===== src/rtl/riscv_muldiv.sv =====
// Iterative RV32M multiply/divide unit: radix-2 shift-add multiply and restoring divide,
// one bit per cycle, with a single-cycle fast path for the divide special cases.
module riscv_muldiv #(
  parameter int MP_DATA_WIDTH = 32
) (
  input  logic                     iclk,
  input  logic                     irst_n,
  input  logic                     istart,
  input  logic                     iflush,
  input  logic [2:0]               ifunct3,
  input  logic [MP_DATA_WIDTH-1:0] ia,
  input  logic [MP_DATA_WIDTH-1:0] ib,
  output logic                     obusy,
  output logic                     ovalid,
  output logic [MP_DATA_WIDTH-1:0] oresult
);

  localparam int W  = MP_DATA_WIDTH;
  localparam int CW = $clog2(W + 1);
  localparam logic [W-1:0] MOST_NEG = {1'b1, {(W-1){1'b0}}};

  typedef enum logic [1:0] {IDLE, CALC, DONE} state_t;

  state_t          state;
  logic [CW-1:0]   cnt;
  logic [2:0]      op;
  logic [2*W-1:0]  acc;     // {high, low} product, or {remainder, quotient}
  logic [W-1:0]    breg;    // multiplicand / divisor magnitude
  logic            neg_q;   // negate product or quotient at the end
  logic            neg_r;   // negate remainder at the end

  // Operand decode at start
  logic            a_signed, b_signed, a_neg, b_neg;
  logic [W-1:0]    mag_a, mag_b;
  logic            div_zero, div_ovf, special;
  logic [W-1:0]    special_res;

  // One iteration and the final sign correction
  logic [W:0]      mul_sum, rem_sh, div_diff;
  logic [2*W-1:0]  step, prod;
  logic [W-1:0]    quo, rem, final_res;

  // NOTE: every signal written in always_comb gets a default first, so no path can
  // leave it unassigned and infer a latch.
  always_comb begin
    a_signed = 1'b0;
    b_signed = 1'b0;
    case (ifunct3)
      3'b001, 3'b100, 3'b110: begin
        a_signed = 1'b1;
        b_signed = 1'b1;
      end
      3'b010:  a_signed = 1'b1;
      default: ;
    endcase
    a_neg = a_signed & ia[W-1];
    b_neg = b_signed & ib[W-1];
    mag_a = a_neg ? -ia : ia;
    mag_b = b_neg ? -ib : ib;

    div_zero = ifunct3[2] & (ib == '0);
    div_ovf  = ifunct3[2] & ~ifunct3[0] & (ia == MOST_NEG) & (ib == '1);
    special  = div_zero | div_ovf;
    special_res = '0;
    if (div_zero)
      special_res = ifunct3[1] ? ia : '1;
    else if (div_ovf)
      special_res = ifunct3[1] ? '0 : ia;
  end

  always_comb begin
    mul_sum  = {1'b0, acc[2*W-1:W]} + (acc[0] ? {1'b0, breg} : '0);
    rem_sh   = acc[2*W-1:W-1];
    div_diff = rem_sh - {1'b0, breg};
    if (op[2]) begin
      // Restoring step: keep the trial difference only when it did not go negative.
      if (div_diff[W])
        step = {rem_sh[W-1:0], acc[W-2:0], 1'b0};
      else
        step = {div_diff[W-1:0], acc[W-2:0], 1'b1};
    end else begin
      step = {mul_sum, acc[W-1:1]};
    end

    prod = neg_q ? -step : step;
    quo  = neg_q ? -step[W-1:0] : step[W-1:0];
    rem  = neg_r ? -step[2*W-1:W] : step[2*W-1:W];

    case (op)
      3'b000:                 final_res = prod[W-1:0];
      3'b001, 3'b010, 3'b011: final_res = prod[2*W-1:W];
      3'b100, 3'b101:         final_res = quo;
      default:                final_res = rem;
    endcase
  end

  // NOTE: sequential state uses non-blocking assignments only, so every register
  // samples the values from before the edge regardless of statement order.
  always_ff @(posedge iclk or negedge irst_n) begin
    if (!irst_n) begin
      state   <= IDLE;
      cnt     <= '0;
      op      <= '0;
      acc     <= '0;
      breg    <= '0;
      neg_q   <= 1'b0;
      neg_r   <= 1'b0;
      obusy   <= 1'b0;
      ovalid  <= 1'b0;
      oresult <= '0;
    end else begin
      ovalid <= 1'b0;
      case (state)
        IDLE: begin
          if (istart && !iflush) begin
            op    <= ifunct3;
            neg_q <= a_neg ^ b_neg;
            neg_r <= a_neg;
            acc   <= {{W{1'b0}}, mag_a};
            breg  <= mag_b;
            cnt   <= CW'(W);
            obusy <= 1'b1;
            if (special) begin
              state   <= DONE;
              ovalid  <= 1'b1;
              oresult <= special_res;
            end else begin
              state <= CALC;
            end
          end
        end
        CALC: begin
          if (iflush) begin
            state <= IDLE;
            obusy <= 1'b0;
          end else begin
            acc <= step;
            cnt <= cnt - 1'b1;
            if (cnt == CW'(1)) begin
              state   <= DONE;
              ovalid  <= 1'b1;
              oresult <= final_res;
            end
          end
        end
        DONE: begin
          state <= IDLE;
          obusy <= 1'b0;
        end
        default: begin
          state <= IDLE;
          obusy <= 1'b0;
        end
      endcase
    end
  end

endmodule


===== config.mk =====
export PLATFORM = sky130hd
export DESIGN_NAME = riscv_muldiv
export DESIGN_NICKNAME = d
export VERILOG_FILES = /design/src/rtl/riscv_muldiv.sv
export SDC_FILE = /design/constraint.sdc
export NUM_CORES = 1
export LEC_CHECK = 0
export CAP_MARGIN = 20
export CORE_MARGIN = 2
export CORE_UTILIZATION = 56
export CTS_BUF_LIST = sky130_fd_sc_hd__clkbuf_8
export CTS_CLUSTER_DIAMETER = 30
export CTS_CLUSTER_SIZE = 8
export DETAILED_ROUTE_END_ITERATION = 10
export GPL_ROUTABILITY_DRIVEN = 0
export PLACE_DENSITY_LB_ADDON = 0.08
export SYNTH_ARGS = -nofsm -noshare
export SYNTH_HDL_FRONTEND = slang
export SYNTH_SLANG_ARGS = --single-unit

===== constraint.sdc =====
create_clock -name iclk -period 7.37 [get_ports iclk]
set_clock_uncertainty 0.15 [all_clocks]
set_input_delay 0.737 -clock iclk [delete_from_list [all_inputs] [get_ports iclk]]
set_output_delay 0.737 -clock iclk [all_outputs]
set_load 0.02 [all_outputs]

==> run metrics <==
outcome completed; Clock Tree Root clkbuf_8; YS warnings 0; Synthesized Nets 2325; Die Y 172 um; Die Area 29700 um2; CP startpoint acc[31]; Pins Over Slew Limit 0; Setup Fix Bufs, Post-CTS 0; Site Rows 61; classification of the worst-slack hold path primary input to asynchronous set/reset pin; Synth Register Bits 143; io pins 105; sequential share of the synthesized area 0.225; CP Class flip-flop to flip-flop; fin crit share 0.897; r2r startpoint acc[31]; Final Hold Violating Endpoints 0; IO buf count about 100; pre-CTS WS between 1 and 1.5 ns; Final Setup Violations 0; CP Capture Type flip-flop; post-cts resize count 0; fin crit period 6.61 ns; TritonCTS Sinks 143; Synth async-reset ratio 1.00; Post-DP HPWL 46600 um; peak supply drop 0.231 mV; initial antenna violation count 6; DRT antenna net count 0; final setup margin 0.758 ns; pwr dens 378 nW/um2; first-pass GRT wire length between 90000 and 100000 um; worst skew pair latency 0.50 ns; Detailed Routing Iterations Pass 1 7; Die X approximately 170 um; Pleak roughly 7.1 nW; Wirelength per Cell about 24 um; share of cells above drive strength 1 0.0549; worst path cell trace inv_1 -> ha_1 -> inv_1 -> fa_1 -> nand3_1 -> a21oi_1 -> o21ai_1 -> a21oi_2 -> o31ai_2 -> nor2_1 -> nor2_1 -> ha_1 -> nand2_1 -> or4_1 -> nor2_1 -> nand2_1 -> nor2_1 -> nand2_1 -> nor4_1 -> a21oi_1 -> xnor2_1 -> nor2_1 -> a211oi_1 -> o221ai_1; Post-CTS Hold Fix Bufs 0; most common cell after layout, fill and taps aside nand2_1; Yosys cell types 89; f_max approximately 150 MHz; H-tree depth 4; RSZ-0062 raised after global routing no; CTS buffer count 17; setup_tns 0 ns; max_slew headroom 0.296; CP max FO 9; maximum root-to-sink buffer count 2; Core Footprint roughly 28000 um2; Detailed Route WL 61500 um; Avg Vias per Cell 6.93; mapped cell area 15900 um2; cell mode on critical path nor2_1; commonest cells after routing, fill and taps aside nand2_1 (275), o21ai_0 (213), nor2_1 (198); DRC errors left 0; gr usage total 0.413; Worst path max stage delay 0.73 ns; Max-cap violations 0; utilization after layout 0.631; Slew @ Worst Pin about 1.1 ns; WP data arrival between 6 and 7 ns; clock-pin transition on the worst setup and hold timing paths 0.11 ns; pin count of the biggest net entering global routing 83; initial core utilization 0.570; Final Cell Area 17600 um2; Syn Area/Cell 7.28 um2; worst hold slack 0.0645 ns; Filler cells 2597; CTS tree yes; GR Overflow Total 0; number of global-route vias before repair 16400; ys flop type dfrtp_1; startpoint types flip-flop; Layout area overhead 10.7%; initial DRC count 2816; Layout Nets 2355; Placement Cell Area 17200 um2; Mapped Cells 2181; slowest CP cell o31ai_2; number of synthesized flops with an enable pin 0; Required @ worst endpoint 7.57 ns; vias 18000
synth_stat cells (12+ instances only):
master    number  area [um2]
dfrtp_1      143        3580
o21ai_0      214        1070
or3_1         21         131
xnor2_1       88         771
o211ai_1      19         143
o31ai_1       22         165
nor3_1        69         345
ha_1          71         888
buf_2         12        60.1
a22o_1        25         219
nand2b_1      27         169
xor2_1        84         736
inv_1         67         251
nand3_1       44         220
a221oi_1      13         114
o221ai_1      22         193
mux2i_1       39         390
a21o_1        27         203
and2_1        48         300
and3_1        12        75.1
o21a_1        17         128
or4_1         14         105
nor2_1       201         754
nor4_1        19         119
nand4_1       26         163
a31oi_1       45         282
nor3b_1       12        90.1
o22ai_1       12        75.1
clkbuf_1     102         383
nand2_1      275        1030
a211oi_1      18         135
a21oi_1      184         921
metrics by stage:
step	total power [mW]	std cells
after global routing	6.99	2603
final	6.66	2603
after CTS	6.43	2600
after detailed placement	5.76	2568
after floorplan	4.39	2181
after global placement	5.69	2568
metal layers:
layer | global-route usage | wire length [um]
met4 | 0.183 | 3060
met2 | 0.602 | 25300
met3 | 0.107 | 8250
met1 | 0.571 | 24800
met5 | 0.0139 | 57
worst max-delay path: cells and delay by family, from the launching register on:
kind	cells	cell delay (ns)
DFF	1	0.44
AOI/OAI and AO/OA	7	1.97
buffers and inverters	2	0.15
xor gates and xnor gates	1	0.18
and+or+nand+nor	11	2.72
adders and majority gates	3	0.81
layout make-up:
type / instances / area [um2] / area share
multi-input cells: 1843 / 11600 / 0.658
flip-flops and latches: 143 / 3580 / 0.204
repair buffers: 138 / 1320 / 0.0748
well taps: 378 / 473 / 0.0269
inverters: 68 / 255 / 0.0145
clock buffers: 17 / 234 / 0.0133
clock inverters: 15 / 150 / 0.00854
diodes: 1 / 2.50 / 0.000142
cell families after synthesis:
family | after synthesis | synth area share
mux | 50 | 0.0324
flops | 143 | 0.225
compound gates | 737 | 0.299
buf+inv | 195 | 0.0482
xor+xnor | 172 | 0.0948
fa+ha+maj | 73 | 0.0585
simple gates | 811 | 0.242
report_power, final:
part           switching [mW]  leakage, nW  internal, mW  total [mW]
clock                   0.393        0.194         0.278       0.671
combinational            3.03         5.10          1.65        4.68
sequential              0.298         1.84          1.00        1.30
total                    3.72         7.13          2.93        6.66
path summary, 6_finish.rpt:
kind                          endpoint  slack, ns  cells past startpoint
min                           breg[20]       0.06                      1
min in group iclk          oresult[29]       0.33                      2
max                        oresult[20]       0.76                     24
max in group asynchronous   oresult[1]       5.94                      3
max reg2reg                oresult[20]       0.76                     24
min reg2reg                oresult[29]       0.33                      2
state kept, by name, indices dropped and copies added (netlist names):
register	count
state	2
op	3
breg	32
acc	64
neg_r	1
cnt	6
oresult	32
ovalid	1
neg_q	1
obusy	1
Power figures use the tool's default switching activity.
